`src/rtl/fir_mac_filter.sv`:
```
// Single-MAC FIR filter for signed Q1.23 audio. Each accepted sample triggers one
// NTAPS-long convolution through a two-stage read/multiply pipeline, then one output strobe.
module fir_mac_filter #(
  parameter int                  NTAPS     = 32,
  parameter logic [NTAPS*24-1:0] COEF_INIT = {NTAPS{24'h010000}}
) (
  input  logic               clk,
  input  logic               rst,
  input  logic signed [23:0] din,
  input  logic               din_valid,
  output logic signed [23:0] dout,
  output logic               dout_valid
);

  localparam int AW   = $clog2(NTAPS);
  localparam int CW   = AW + 1;
  localparam int ACCW = 48 + AW;

  localparam logic [1:0] S_IDLE = 2'd0;
  localparam logic [1:0] S_MAC  = 2'd1;
  localparam logic [1:0] S_DONE = 2'd2;

  localparam logic signed [ACCW-1:0] SAT_MAX = ACCW'(8388607);
  localparam logic signed [ACCW-1:0] SAT_MIN = -SAT_MAX - 1;

  logic [1:0]             r_state;
  logic [CW-1:0]          r_cnt;
  logic [AW-1:0]          r_wr_ptr;
  logic signed [23:0]     r_delay [NTAPS];
  logic signed [23:0]     r_samp;
  logic signed [23:0]     r_coef;
  logic                   r_v1;
  logic                   r_v2;
  logic signed [47:0]     r_prod;
  logic signed [ACCW-1:0] r_acc;
  logic signed [23:0]     r_dout;
  logic                   r_dout_valid;

  logic signed [23:0]     w_coef [NTAPS];
  logic                   w_issue;
  logic [AW-1:0]          w_rd_addr;
  logic signed [ACCW-1:0] w_shift;
  logic signed [23:0]     w_dout_next;

  // c[k] occupies bits [k*24 +: 24] of the packed coefficient image
  generate
    for (genvar gi = 0; gi < NTAPS; gi++) begin : g_coef
      assign w_coef[gi] = COEF_INIT[gi*24 +: 24];
    end
  endgenerate

  assign w_issue   = (r_state == S_MAC) && (r_cnt < CW'(NTAPS));
  assign w_rd_addr = r_wr_ptr - r_cnt[AW-1:0];
  assign w_shift   = r_acc >>> 23;

  always_comb begin
    w_dout_next = w_shift[23:0];
    if (w_shift > SAT_MAX)
      w_dout_next = 24'sh7FFFFF;
    else if (w_shift < SAT_MIN)
      w_dout_next = 24'sh800000;
  end

  // MAC stays active two extra cycles so the read and multiply stages drain into r_acc
  always_ff @(posedge clk) begin
    if (rst) begin
      r_state      <= S_IDLE;
      r_cnt        <= '0;
      r_wr_ptr     <= '0;
      r_samp       <= '0;
      r_coef       <= '0;
      r_v1         <= 1'b0;
      r_v2         <= 1'b0;
      r_prod       <= '0;
      r_acc        <= '0;
      r_dout       <= '0;
      r_dout_valid <= 1'b0;
      for (int i = 0; i < NTAPS; i++) r_delay[i] <= '0;
    end else begin
      r_dout_valid <= 1'b0;
      r_v1         <= w_issue;
      r_v2         <= r_v1;
      if (w_issue) begin
        r_samp <= r_delay[w_rd_addr];
        r_coef <= w_coef[r_cnt[AW-1:0]];
      end
      if (r_v1) r_prod <= r_samp * r_coef;

      case (r_state)
        S_IDLE: begin
          if (din_valid) begin
            r_delay[r_wr_ptr] <= din;
            r_acc             <= '0;
            r_cnt             <= '0;
            r_state           <= S_MAC;
          end
        end
        S_MAC: begin
          r_cnt <= r_cnt + CW'(1);
          if (r_v2) r_acc <= r_acc + ACCW'(r_prod);
          if (r_cnt == CW'(NTAPS + 1)) r_state <= S_DONE;
        end
        S_DONE: begin
          r_dout       <= w_dout_next;
          r_dout_valid <= 1'b1;
          r_wr_ptr     <= r_wr_ptr + AW'(1);
          r_state      <= S_IDLE;
        end
        default: r_state <= S_IDLE;
      endcase
    end
  end

  assign dout       = r_dout;
  assign dout_valid = r_dout_valid;

endmodule

```
`config.mk`:
```
export PLATFORM = sky130hd
export DESIGN_NAME = fir_mac_filter
export DESIGN_NICKNAME = d
export VERILOG_FILES = /design/src/rtl/fir_mac_filter.sv
export SDC_FILE = /design/constraint.sdc
export NUM_CORES = 1
export LEC_CHECK = 0
export BUFFER_PORTS_ARGS = -buffer_cell sky130_fd_sc_hd__buf_2
export CAP_MARGIN = 20
export CORE_MARGIN = 2
export CORE_UTILIZATION = 42
export CTS_CLUSTER_DIAMETER = 150
export DETAILED_ROUTE_END_ITERATION = 12
export SYNTH_ARGS = -nofsm -noshare
export SYNTH_HDL_FRONTEND = slang
export SYNTH_SLANG_ARGS = --single-unit
```
`constraint.sdc`:
```
create_clock -name clk -period 3.1 [get_ports clk]
set_clock_uncertainty 0.05 [all_clocks]
set_input_delay 0.62 -clock clk [delete_from_list [all_inputs] [get_ports clk]]
set_output_delay 0.62 -clock clk [all_outputs]
set_load 0.05 [all_outputs]
```
==> reports/results.txt <==
buffers plus inverters on the worst setup path - 5
syn_nets - 2961
crit-path max FO - 11
FP Rows - 115
Mapped Cells - 2886
average cell area after synthesis - 14.33 sq um
Routed Antenna Nets - 0
Crit-path slowest cell - fa_4
H-tree levels - 3
clock share of power - 0.405
Slew HR - 0.3945
Hold Crit Class - in -> reg
Tcrit/Tclk final - 1.011
Period minus WS final - 3133 ps
Inserted Clock Buffers - 95
Clock transition at path regs - 60 ps
synth top area cells - edfxtp_1, mux4_2, and2_1
failing checks - negative setup slack
max-slew violation count - 0
mapped cell area - 0.04134 sq mm
final setup TNS - -114.0 ps
Main synth FF type - edfxtp_1
RSZ-0062 raised after global routing - yes
Clock Tree Root - clkbuf_16
final global-route overflow total - 0
total of max-cap violations - 0
Detailed Route Iter0 Violations - 2880
worst path cell trace - inv_2, ha_4, inv_2, fa_4, buf_4, buf_16, buf_12, mux4_2, mux4_2, mux2i_1, a211oi_1
clock latency on the worst-skew pair - 680 ps
total number of vias - 24730
WL/cell - 27.18 um
Placed Area - 0.04416 sq mm
commonest cells in the netlist - and2_1, edfxtp_1, mux4_2, clkbuf_1, nor2_1
final hold vios - 0
largest stage delay on the critical path - 810 ps
number of global-route vias before repair - 25390
FF+latch count, synth - 894
gpl congestion - 0.8660
Die Wd - 317.7 um
CP delay by family, top - multiplexers
library cells used by synthesis - 66
Reg power frac - 0.502
HPWL after DPL - 72520 um
post-route DRC violation count - 0
CTS Hold Bufs - 0
maximum clock rate - 0.3192 GHz
count leader, synth - and2_1
CP endpoint kind - flip-flop
global-route wire length before repair - 174000 um
Hold Path Depth - 4
I/O pin count - 52
met2 WL - 56830 um
largest net degree at the start of global routing - 142
PD cells - 570.0 mW/mm^2
EDFF count, synth - 768
worst reg-to-reg path cell count - 11
Starting Density - 0.4219
worst path required time - 3550 ps
CP startpoint kind - flip-flop
Switching Power - 6348 uW
critical path class - reg -> reg
Buffers on Ports - 51
Via density - 5.681
First-pass DRT Iterations - 6
TritonCTS clock tree - yes
final worst setup slack - -33.24 ps
CTS max path bufs - 3
Crit path depth - 11
Area Overhead vs Synth - 14.93%
Die ar. - 0.1010 sq mm
Post-Route WL - 118300 um
initial antenna violation count - 8
IR drop worst, VDD - 0.4724 mV
final instance area - 0.04752 sq mm
layout cells sized above 1 - 0.2242
top cell type's share of synthesized area - 0.5578
Yosys Warn Count - 0
arrival time at the worst endpoint - 3580 ps
Seq/Total Area, Yosys - 0.6188
core area - 0.09799 sq mm
Metal-1 WL - 48090 um
final setup fails - 7
met3 wire length - 8878 um
Comb power frac - 0.093
Nets - 3060
Tightest Pin Transition - 908.2 ps
asr flop ratio synth - 0
status - complete, but fails checks
switch share - 0.2344
total power - 27090 uW
overall routing resource usage - 0.2347
Lkg Pwr - 0.01758 uW
clock sink count - 894
max layer used - met4
Die Height - 317.7 um
Yosys top cell by area - edfxtp_1
internal power - 20740 uW
## power by group through the flow
| stage | registers [uW] | logic (uW) | clock network [uW] |
|---|---|---|---|
| after global placement | 13800 | 2380 | 0 |
| after floorplan | 13700 | 1450 | 0 |
| after global routing | 13600 | 2640 | 11600 |
| final | 13600 | 2520 | 11000 |
| after detailed placement | 13800 | 2400 | 0 |
| after CTS | 13600 | 2570 | 11100 |
## flip-flops by register name, indices dropped and copies added, names as in the netlist
register and flops:
r_delay 768, r_acc 37, dout 24, r_prod 24
r_samp 24, r_cnt 6, r_wr_ptr 5, r_state 2
dout_valid 1, r_coef 1, r_v1 1, r_v2 1
## layout by cell type, fill, tap and decap left out, types with 15 or more instances in the layout
cell type	instances
a211oi_1	27
a21o_1	19
a21oi_1	94
and2_1	776
buf_12	47
buf_2	50
buf_4	134
clkbuf_1	31
clkbuf_16	98
clkinv_1	15
dfxtp_1	124
edfxtp_1	768
ha_1	45
mux2i_1	26
mux4_2	240
nand2_1	74
nand3_1	17
nor2_1	125
nor2b_1	31
o21ai_0	56
or2_2	35
xnor2_1	19
## kinds of logic after synthesis
kind of cell | synth area share
flip-flops | 0.6188
AO/OA/AOI/OAI | 0.03934
adder cells (fa/ha/maj) | 0.01489
XOR/XNOR | 0.007627
AND/OR/NAND/NOR | 0.1573
multiplexers | 0.1370
buffers and inverters | 0.02497
## final timing paths
path                             startpoint         end  slack (ps)
worst min register to register      dout[1]     dout[1]         400
worst max-delay path            r_wr_ptr[0]  r_samp[12]         -30
worst min-delay path              din_valid    r_cnt[4]         390
worst max register to register  r_wr_ptr[0]  r_samp[12]         -30
## area by class of cell
type / count / area, sq um
Fill cell: 8278 / 50470
Sequential cell: 894 / 25590
Multi-Input combinational cell: 1737 / 14830
Clock buffer: 134 / 2626
Timing Repair Buffer: 242 / 2460
Tap cell: 1287 / 1610
Clock inverter: 42 / 342.8
Inverter: 15 / 56.30
Antenna cell: 2 / 5.005
## metrics by stage
stage | std cells | util | worst slack (ps) | hold slack, ps
4_1_cts | 4353 | 0.4855 | -24.00 | 335.1
3_3_place_gp | 4155 | 0.4507 | -137.1 | 385.7
2_1_floorplan | 2886 | - | 163.2 | 381.7
5_1_grt | 4351 | 0.4849 | -92.49 | 405.8
6_report | 4353 | 0.4849 | -33.24 | 386.6
3_5_place_dp | 4155 | 0.4507 | -103.2 | 391.9
## per-layer routing
layer | vias up | global-route usage
met5 | - | 0
met4 | 0 | 0.08614
met3 | 231 | 0.03968
met2 | 988 | 0.3846
met1 | 12750 | 0.3157
li1 | 10760 | -
## worst register-to-register path, stage by stage, from the launching register on
cell and delay, ps:
dfxtp_2 330, inv_2 70, ha_4 120, inv_2 40, fa_4 810, buf_4 180
buf_16 140, buf_12 140, mux4_2 300, mux4_2 550, mux2i_1 190, a211oi_1 90
## what timing repair did
item                       CTS  global route
gates cloned                 8             1
pin swaps                    3             1
resized for setup           19             6
setup buffers               15             2
setup endpoints to repair   17            26
(Power assumes the default switching activity.)
